$ cat src/rtl/redirect_flush_ctrl.sv
// redirect_flush_ctrl: PC redirect, IF/ID + ID/EX flush/hold sequencing and redirect counter.
module redirect_flush_ctrl #(
  parameter int XLEN         = 32,
  parameter int FLUSH_CYCLES = 2
) (
  input  logic            clk,
  input  logic            rst_n,
  input  logic            redirect_valid,
  input  logic [XLEN-1:0] redirect_target,
  input  logic            stall_req,
  output logic            pc_redirect,
  output logic [XLEN-1:0] pc_target,
  output logic            pc_hold,
  output logic            ifid_hold,
  output logic            ifid_flush,
  output logic            idex_flush,
  output logic            busy,
  output logic [15:0]     redirect_cnt
);
  typedef enum logic [1:0] {RUN, REDIRECT, DRAIN} state_t;
  state_t            state_q, state_d;
  logic [2:0]        drain_q, drain_d;
  logic [XLEN-1:0]   pc_target_q, pc_target_d;
  logic [15:0]       redirect_cnt_q, redirect_cnt_d;
  logic              stall;
  always_comb begin
    state_d        = state_q;
    drain_d        = drain_q;
    pc_target_d    = pc_target_q;
    redirect_cnt_d = redirect_cnt_q;
    case (state_q)
      RUN: if (redirect_valid) begin
        state_d        = REDIRECT;
        pc_target_d    = redirect_target;
        redirect_cnt_d = redirect_cnt_q + {15'd0, redirect_cnt_q != 16'hFFFF};
      end
      REDIRECT: begin
        state_d = (FLUSH_CYCLES == 1) ? RUN : DRAIN;
        drain_d = 3'(FLUSH_CYCLES - 1);
      end
      DRAIN: begin
        drain_d = drain_q - 3'd1;
        if (drain_q == 3'd1) state_d = RUN;
      end
      default: state_d = RUN;
    endcase
  end
  always_ff @(posedge clk or negedge rst_n) begin
    if (!rst_n) begin
      state_q        <= RUN;
      drain_q        <= 3'd0;
      pc_target_q    <= '0;
      redirect_cnt_q <= 16'd0;
    end else begin
      state_q        <= state_d;
      drain_q        <= drain_d;
      pc_target_q    <= pc_target_d;
      redirect_cnt_q <= redirect_cnt_d;
    end
  end
  // a redirect in the same cycle makes the stalled instruction wrong-path, so the stall is dropped
  assign stall        = (state_q == RUN) && !redirect_valid && stall_req;
  assign pc_redirect  = state_q == REDIRECT;
  assign pc_hold      = stall;
  assign ifid_hold    = stall;
  assign ifid_flush   = state_q != RUN;
  assign idex_flush   = (state_q == REDIRECT) || stall;
  assign busy         = state_q != RUN;
  assign pc_target    = pc_target_q;
  assign redirect_cnt = redirect_cnt_q;
endmodule

$ cat config.mk
export PLATFORM = sky130hd
export DESIGN_NAME = redirect_flush_ctrl
export DESIGN_NICKNAME = d
export VERILOG_FILES = /design/src/rtl/redirect_flush_ctrl.sv
export SDC_FILE = /design/constraint.sdc
export NUM_CORES = 1
export LEC_CHECK = 0
export BUFFER_PORTS_ARGS = -buffer_cell sky130_fd_sc_hd__buf_2
export CAP_MARGIN = 20
export CORE_ASPECT_RATIO = 1.5
export CORE_UTILIZATION = 30
export CTS_CLUSTER_SIZE = 16
export DETAILED_ROUTE_END_ITERATION = 6
export PLACE_DENSITY_LB_ADDON = 0.2
export SYNTH_ARGS = -nofsm -noshare
export SYNTH_HDL_FRONTEND = slang
export SYNTH_SLANG_ARGS = --single-unit
$ cat constraint.sdc
create_clock -name clk -period 2.35 [get_ports clk]
set_input_delay 0 -clock clk [delete_from_list [all_inputs] [get_ports clk]]
set_output_delay 0 -clock clk [all_outputs]
set_load 0.02 [all_outputs]
==> results of run 1 <==
-- path summary, 6_finish.rpt --
path / from / end / slack [ns] / depth (start not counted)
min in group asynchronous: rst_n / redirect_cnt[15] / 0.33 / 2
min reg2reg: pc_target[3] / pc_target[3] / 0.50 / 1
min: redirect_valid / redirect_cnt[2] / 0.05 / 3
max in group asynchronous: rst_n / pc_target[6] / 1.27 / 3
max: redirect_cnt[10] / redirect_cnt[12] / 0.11 / 9
max reg2reg: redirect_cnt[10] / redirect_cnt[12] / 0.11 / 9
-- cell usage in the layout, fill, tap and decap left out, types with 2 or more instances in the layout --
master,netlist,final
buf_4,3,8
and2_1,3,3
nand3b_1,2,2
nand4_1,7,7
ha_1,9,8
xnor2_1,8,8
or3_1,3,2
buf_2,5,89
nand3_1,3,3
dfrtp_2,0,5
xor2_1,6,6
mux2_2,36,36
nor2_1,5,5
nor3_1,4,4
inv_1,11,10
dfrtp_1,53,48
clkbuf_8,0,6
clkbuf_1,0,2
o21ai_0,3,3
dlygate4sd3_1,0,33
nand2_1,6,6
-- power by group through the flow --
stage,Clock (mW),Combinational (mW),Sequential (mW)
floorplan,0,0.773,1.90
global placement,0,1.78,1.46
detailed placement,0,1.80,1.47
CTS,0.559,1.85,1.45
global route,0.587,1.99,1.50
finish,0.528,1.82,1.45
-- cell type report --
cell class | instances | area [um^2]
multi-input combinational | 102 | 908
inverter | 11 | 41.3
fill | 702 | 3970
timing repair buffer | 131 | 856
sequential | 53 | 1330
tap | 100 | 125
clock buffer | 8 | 90.1
-- flip-flops by register name, summed over array words and instances, names as in the netlist --
signal and cells:
redirect_cnt 16, pc_target 32, state_q 2, drain_q 3
-- critical path, stage by stage (launching register included) --
cell     delay (ns)
dfrtp_2        0.40
nand3_2        0.08
or3_1          0.33
or4_4          0.45
ha_4           0.19
ha_1           0.19
nand3_1        0.11
or3_4          0.18
nor3_2         0.05
xor2_1         0.14
-- cells by family after synthesis --
family,Yosys count,synth area share [%]
xor gates and xnor gates,14,5.33
and+or+nand+nor,38,9.51
AOI/OAI and AO/OA,5,1.20
DFF,53,57.6
buffers and inverters,19,3.86
muxes,36,17.6
adders and majority gates,9,4.89
-- what timing repair did --
action                                  CTS  global route
resized for setup                         1             0
hold buffers                             33             0
endpoints found under the setup margin    2             0
endpoints found under the hold margin    69             0
buffers inserted                          0             0
-- metrics by stage --
stage / power, mW / std cells / worst slack, ns / area (um^2)
2_1_floorplan: 2.67 / 174 / 0.0696 / 2330
3_3_place_gp: 3.24 / 364 / 0.0531 / 2930
3_5_place_dp: 3.26 / 364 / 0.0237 / 2930
4_1_cts: 3.85 / 405 / 0.0985 / 3350
5_1_grt: 4.08 / 405 / 0.00648 / 3350
6_report: 3.80 / 405 / 0.111 / 3350
-- per-layer routing --
metal	wire length, um	GRT usage (%)	share of wire, %
met1	2050	15.0	41
met2	2610	24.2	52
met3	250	3.21	5.0
met4	70	4.53	1.4
met5	0	0	0
==> results.py, run 1 <==
metrics = {
    "cts": {
        "cts_tree": "built",
        "clk_pin_slew_ns": 0.10,
        "htree_levels": 2,
        "worstSkewPairLatency_ns": 0.31,
        "cts_inserted_buffers": 5,
        "cts_root_buffer": "clkbuf_8",
        "clkSinkCount": 53,
        "clockBufferDepth": 2,
    },
    "setup_path": {
        "worstSetupPathType": "register to register",
        "required_ns": 2.54,
        "path_max_fanout": 5,
        "cp.arrival_ns": 2.43,
        "worst_setup_path_end_kind": "register",
        "critPathLaunchType": "register",
    },
    "power": {
        "switching_share_pct": 39.0,
        "p_leak_nw": 1.60,
        "power_frac_comb_pct": 48.0,
        "clock_power_share_pct": 13.9,
        "seq_power_share_pct": 38.1,
        "ir_worst_vdd_v": 0.000846,
        "p_per_area_nw_per_um2": 1130,
        "internal-power_mw": 2.32,
        "p_sw_mw": 1.48,
    },
    "yosys": {
        "async_reset_ff_share_pct": 100,
        "yosys.area.top_type_share_pct": 57.6,
        "synthFlopType": "dfrtp_1",
        "synth_common_cells": "dfrtp_1, mux2_2, inv_1",
        "ys_types": 24,
        "synth_area_leaders": "dfrtp_1, mux2_2, ha_1",
        "avgSynthCellArea_um2": 13.2,
        "syn_inst": 174,
        "netlist_area_um2": 2300,
        "yosysSeqAreaShare_pct": 57.6,
        "synth.most_common_cell": "dfrtp_1",
        "synth_nets": 219,
        "yosysTopAreaCell": "dfrtp_1",
        "yosys_warnings": 0,
        "ys_seq_elements": 53,
        "synth_edf_count": 0,
    },
    "floorplanning": {
        "die_y_um": 109,
        "core_area_um2": 7320,
        "fp-row-count": 38,
        "start_util_pct": 31.4,
        "ios": 90,
        "dieArea_um2": 8040,
        "die_x_um": 73.5,
    },
    "route": {
        "drt.antenna.violating_nets": 0,
        "vias_per_cell": 4.28,
        "drc_errors": 0,
        "finalWirelength_mm": 4.98,
        "num_vias": 1733,
        "dr.pass1.iters": 4,
        "drtIter0Drc": 49,
        "wl_per_cell_um": 12.3,
    },
    "timing": {
        "fin_crit_sh_pct": 95.3,
        "tightest_slew_ns": 0.834,
        "max_freq_mhz": 447,
        "period_needed_ns": 2.24,
        "setup_tns_ns": 0,
        "slew_headroom_pct": 44.4,
        "skew_ns": 0.0142,
        "rsz0062_at_grt": "false",
        "whs_ns": 0.0481,
        "setup_violations": 0,
        "final_max_slew_viol_count": 0,
        "finalHoldViolations": 0,
    },
    "final_layout": {
        "drive_gt1_share_pct": 50.2,
        "final_core_util_pct": 45.8,
        "fin_nets": 349,
        "syn_to_final_growth_pct": 45.7,
        "antenna_cells": 0,
    },
    "min_path": {
        "hold_class": "primary input to register",
    },
    "grt": {
        "antenna_found_initial": 0,
        "track_usage_pct": 13.3,
        "grt_max_degree": 39,
        "grt_first_pass_wirelength_mm": 8.27,
        "grt_pass1_vias": 1841,
        "grt_overflow_total": 0,
    },
    "flow_run": {
        "cap_violations": 0,
    },
    "place": {
        "gp_congestion": 0.778,
        "dp_hpwl_mm": 3.39,
        "numPortBuffers": 89,
    },
    "outcome": {
        "status": "completed",
    },
}
Power figures use the tool's default switching activity.
==> inputs of run 2 (changes only) <==
--- a/config.mk
+++ b/config.mk
@@ -7,8 +7,10 @@
 export LEC_CHECK = 0
 export BUFFER_PORTS_ARGS = -buffer_cell sky130_fd_sc_hd__buf_2
 export CAP_MARGIN = 20
+export CELL_PAD_IN_SITES_DETAIL_PLACEMENT = 1
+export CELL_PAD_IN_SITES_GLOBAL_PLACEMENT = 2
 export CORE_ASPECT_RATIO = 1.5
-export CORE_UTILIZATION = 30
+export CORE_UTILIZATION = 27
 export CTS_CLUSTER_SIZE = 16
 export DETAILED_ROUTE_END_ITERATION = 6
 export PLACE_DENSITY_LB_ADDON = 0.2
==> results.py, run 2 (same netlist as run 1, synthesis figures left out) <==
metrics = {
    "floorplanning": {
        "die_y_um": 115,
        "start_util_pct": 28.2,
        "ios": 90,
        "die_x_um": 77.4,
        "dieArea_um2": 8910,
        "fp-row-count": 40,
        "core_area_um2": 8160,
    },
    "cts": {
        "clkSinkCount": 53,
        "cts_inserted_buffers": 5,
        "worstSkewPairLatency_ns": 0.30,
        "cts_tree": "built",
        "clk_pin_slew_ns": 0.07,
        "clockBufferDepth": 2,
        "htree_levels": 2,
        "cts_root_buffer": "clkbuf_16",
        "post_cts_buffers": 0,
    },
    "timing": {
        "fin_crit_sh_pct": 94.4,
        "setup_tns_ns": 0,
        "finalHoldViolations": 0,
        "rsz0062_at_grt": "false",
        "setup_violations": 0,
        "final_max_slew_viol_count": 0,
        "tightest_slew_ns": 0.637,
        "period_needed_ns": 2.22,
        "slew_headroom_pct": 57.6,
        "max_freq_mhz": 451,
        "skew_ns": 0.00241,
    },
    "final_layout": {
        "drive_gt1_share_pct": 51.8,
        "antenna_cells": 0,
        "final_cell_mix": "buf_2, dfrtp_1, mux2_2",
        "multiInputGateArea_um2": 915,
        "fin_nets": 353,
        "final_common_cell": "buf_2",
        "seq_area_um2": 1330,
        "nFillCells": 937,
        "largest_reg_flops": 32,
        "stdcell_area_um2": 3470,
        "syn_to_final_growth_pct": 50.9,
    },
    "min_path": {
        "hold_class": "primary input to register",
    },
    "outcome": {
        "status": "completed",
    },
    "setup_path": {
        "worst_setup_path_end_kind": "register",
        "path_max_fanout": 5,
        "worstSetupPathType": "register to register",
        "required_ns": 2.52,
        "cp.arrival_ns": 2.39,
        "critPathLaunchType": "register",
    },
    "power": {
        "internal-power_mw": 2.60,
        "p_sw_mw": 1.58,
        "power_frac_comb_pct": 44.8,
        "clock_power_share_pct": 20.3,
        "p_per_area_nw_per_um2": 1200,
        "seq_power_share_pct": 35.0,
        "p_leak_nw": 1.66,
        "switching_share_pct": 37.8,
        "ir_worst_vdd_v": 0.000498,
    },
    "route": {
        "finalWirelength_mm": 6.07,
        "wl_per_cell_um": 14.6,
        "vias_per_cell": 4.43,
        "drc_errors": 0,
        "drt.antenna.violating_nets": 0,
        "dr.pass1.iters": 2,
        "drtIter0Drc": 53,
        "num_vias": 1834,
    },
    "place": {
        "gp_congestion": 0.670,
        "dpl_cell_area_um2": 2970,
        "dp_hpwl_mm": 4.28,
        "numPortBuffers": 89,
    },
    "grt": {
        "track_usage_pct": 14.7,
        "antenna_found_initial": 0,
        "grt_first_pass_wirelength_mm": 9.88,
        "grt_pass1_vias": 1948,
        "grt_max_degree": 27,
        "grt_overflow_total": 0,
    },
    "flow_run": {
        "cap_violations": 0,
    },
}
-- run 2: power groups by stage --
stage               clock [mW]  combinational, mW  sequential [mW]
CTS                      0.878               1.89             1.46
floorplan                    0              0.773             1.90
global placement             0               1.83             1.46
global route             0.908               2.02             1.52
finish                   0.846               1.87             1.46
detailed placement           0               1.84             1.48
-- run 2: layout make-up --
cell class,instances,area share (%)
Sequential cell,53,38.4
Multi-Input combinational cell,102,26.3
Timing Repair Buffer,135,25.5
Tap cell,105,3.78
Clock buffer,6,3.71
Inverter,11,1.19
Clock inverter,2,1.12
-- run 2: per-stage QoR --
step                setup WS (ns)  util, %  instances  hold slack, ns  power (mW)
floorplan                  0.0696        -        174          -0.296        2.67
global placement           0.0525     36.3        373          0.0618        3.29
detailed placement        0.00949     36.3        373          0.0630        3.32
CTS                         0.116     42.5        414           0.129        4.23
global route               0.0282     42.6        414           0.152        4.45
finish                      0.132     42.6        414           0.132        4.18
-- run 2: worst max-delay path: stages (launching register included) --
cell,delay (ns)
dfrtp_2,0.40
nand3_2,0.09
or3_1,0.34
or4_4,0.46
ha_4,0.19
ha_1,0.20
nand3_2,0.07
or3_4,0.17
nor3_2,0.05
xor2_1,0.14
-- run 2: routing by layer --
layer | global-route usage (%) | part of all wire (%)
met5 | 0 | 0
met4 | 6.04 | 1.7
met3 | 3.10 | 3.1
met2 | 27.6 | 58
met1 | 15.8 | 37
-- run 2: path summary, 6_finish.rpt --
path	cells past startpoint	slack, ns	from	to
max	9	0.13	redirect_cnt[10]	redirect_cnt[12]
min	4	0.13	redirect_valid	redirect_cnt[2]
max reg2reg	9	0.13	redirect_cnt[10]	redirect_cnt[12]
min reg2reg	1	0.49	redirect_cnt[12]	redirect_cnt[12]
max in group asynchronous	3	1.44	rst_n	pc_target[25]
min in group asynchronous	2	0.26	rst_n	redirect_cnt[13]
-- run 2: timing repair --
item,4_1_cts,5_1_grt
pin swaps,0,1
setup endpoints to repair,3,4
hold buffers,33,0
hold endpoints to repair,55,0
resized for setup,1,1
==> inputs of run 3 (changes only) <==
--- a/config.mk
+++ b/config.mk
@@ -14,6 +14,7 @@
 export CTS_CLUSTER_SIZE = 16
 export DETAILED_ROUTE_END_ITERATION = 6
 export PLACE_DENSITY_LB_ADDON = 0.2
+export RECOVER_POWER = 25
 export SYNTH_ARGS = -nofsm -noshare
 export SYNTH_HDL_FRONTEND = slang
 export SYNTH_SLANG_ARGS = --single-unit
==> results.py, run 3 (same netlist as run 1, synthesis figures left out) <==
metrics = {
    "outcome": {
        "status": "finished, violations left",
        "violations": "capacitance limit, slew limit",
    },
    "route": {
        "num_vias": 1833,
        "vias_per_cell": 4.43,
        "dr.pass1.iters": 2,
        "drtIter0Drc": 67,
        "finalWirelength_mm": 6.06,
        "wl_per_cell_um": 14.6,
        "drc_errors": 0,
        "drt.antenna.violating_nets": 0,
    },
    "setup_path": {
        "reg2reg_depth": 9,
        "crit_start": "redirect_cnt[10]",
        "r2r-end": "redirect_cnt[12]",
        "reg2reg_slack_ns": 0.13,
        "path_max_fanout": 5,
        "required_ns": 2.52,
        "rr_startpoint": "redirect_cnt[10]",
        "critPathLaunchType": "register",
        "worst_setup_path_end_kind": "register",
        "cp.arrival_ns": 2.39,
        "worstSetupPathType": "register to register",
    },
    "timing": {
        "setup_violations": 0,
        "slew_headroom_pct": -3.14,
        "final_max_slew_viol_count": 26,
        "period_needed_ns": 2.22,
        "max_freq_mhz": 451,
        "setup_tns_ns": 0,
        "fin_ws_ns": 0.131,
        "finalHoldViolations": 0,
        "fin_crit_sh_pct": 94.4,
        "rsz0062_at_grt": "false",
        "skew_ns": 0.00202,
        "tightest_slew_ns": 1.55,
    },
    "flow_run": {
        "cap_violations": 1,
    },
    "floorplanning": {
        "die_y_um": 115,
        "ios": 90,
        "die_x_um": 77.4,
        "core_area_um2": 8160,
        "fp-row-count": 40,
        "dieArea_um2": 8910,
        "start_util_pct": 28.2,
    },
    "cts": {
        "clkSinkCount": 53,
        "htree_levels": 2,
        "cts_root_buffer": "clkbuf_16",
        "clk_pin_slew_ns": 0.07,
        "clockBufferDepth": 2,
        "worstSkewPairLatency_ns": 0.29,
        "post_cts_buffers": 0,
        "cts_inserted_buffers": 5,
        "cts_tree": "built",
    },
    "grt": {
        "grt_pass1_vias": 1948,
        "grt_overflow_total": 0,
        "antenna_found_initial": 0,
        "track_usage_pct": 14.7,
        "grt_max_degree": 27,
        "grt_first_pass_wirelength_mm": 9.88,
    },
    "place": {
        "numPortBuffers": 89,
        "gp_congestion": 0.670,
        "dp_slack_ns": 0.00949,
        "dpl_cell_area_um2": 2970,
        "dp_hpwl_mm": 4.28,
        "dpl.cell_count": 373,
    },
    "min_path": {
        "hold_class": "primary input to register",
        "holdCritStartpoint": "redirect_valid",
        "whs_path_depth": 4,
        "whs_endpoint": "redirect_cnt[2]",
    },
    "final_layout": {
        "drive_gt1_share_pct": 45.3,
        "antenna_cells": 0,
        "stdcell_area_um2": 3450,
        "nFillCells": 940,
        "final_cell_mix": "buf_2, dfrtp_1, mux2_2",
        "final_common_cell": "buf_2",
        "syn_to_final_growth_pct": 49.8,
        "largest_reg_flops": 32,
        "instances_no_fill": 414,
        "fin_nets": 353,
    },
    "power": {
        "clock_power_share_pct": 20.4,
        "p_leak_nw": 1.60,
        "power_mw": 4.14,
        "p_sw_mw": 1.58,
        "internal-power_mw": 2.55,
        "p_per_area_nw_per_um2": 1200,
        "switching_share_pct": 38.3,
        "ir_worst_vdd_v": 0.000498,
        "seq_power_share_pct": 35.5,
        "power_frac_comb_pct": 44.1,
    },
}
run 3: power groups by stage:
stage | sequential (mW) | combinational [mW] | clock (mW)
2_1_floorplan | 1.90 | 0.773 | 0
3_3_place_gp | 1.46 | 1.83 | 0
3_5_place_dp | 1.48 | 1.84 | 0
4_1_cts | 1.46 | 1.89 | 0.878
5_1_grt | 1.53 | 1.98 | 0.908
6_report | 1.47 | 1.82 | 0.845
run 3: worst max-delay path by stage:
| stage | depth (start not counted) | slack (ns) | endpoint |
|---|---|---|---|
| 3_3_place_gp | 9 | 0.05 | redirect_cnt[8] |
| 2_1_floorplan | 10 | 0.07 | redirect_cnt[8] |
| 3_5_place_dp | 9 | 0.009 | redirect_cnt[8] |
| 6_report | 9 | 0.13 | redirect_cnt[12] |
| 5_1_grt | 9 | 0.03 | redirect_cnt[12] |
| 4_1_cts | 9 | 0.12 | redirect_cnt[12] |
run 3: area by class of cell:
class / count / area (um^2) / area share, %
clock buffers: 6 / 129 / 3.74
clock inverters: 2 / 38.8 / 1.12
inverters: 11 / 41.3 / 1.20
multi-input cells: 102 / 915 / 26.5
flip-flops and latches: 53 / 1330 / 38.6
well taps: 105 / 131 / 3.81
repair buffers: 135 / 861 / 25.0
run 3: what timing repair did:
item / in CTS / in global routing
endpoints found under the setup margin: 3 / 4
resized for setup: 1 / 1
pin swaps: 0 / 1
hold buffers: 33 / 0
endpoints found under the hold margin: 55 / 0
run 3: worst max-delay path, stage by stage (launching register included):
cell and delay (ns):
dfrtp_2 0.40, nand3_2 0.09, or3_1 0.34, or4_4 0.46, ha_4 0.19, ha_1 0.20
nand3_2 0.07, or3_4 0.17, nor3_2 0.05, xor2_1 0.14
run 3: metrics by stage:
stage	hold slack, ns	util, %
after floorplan	-0.296	-
after global placement	0.0618	36.3
after detailed placement	0.0630	36.3
after CTS	0.129	42.5
after global routing	0.152	42.3
final	0.133	42.3
run 3: layer usage:
layer | track usage [%] | up-vias | part of all wire (%)
met4 | 6.04 | 0 | 1.7
met1 | 15.8 | 928 | 37
met5 | 0 | - | 0
met2 | 27.6 | 46 | 58
li1 | - | 853 | -
met3 | 3.10 | 6 | 3.2
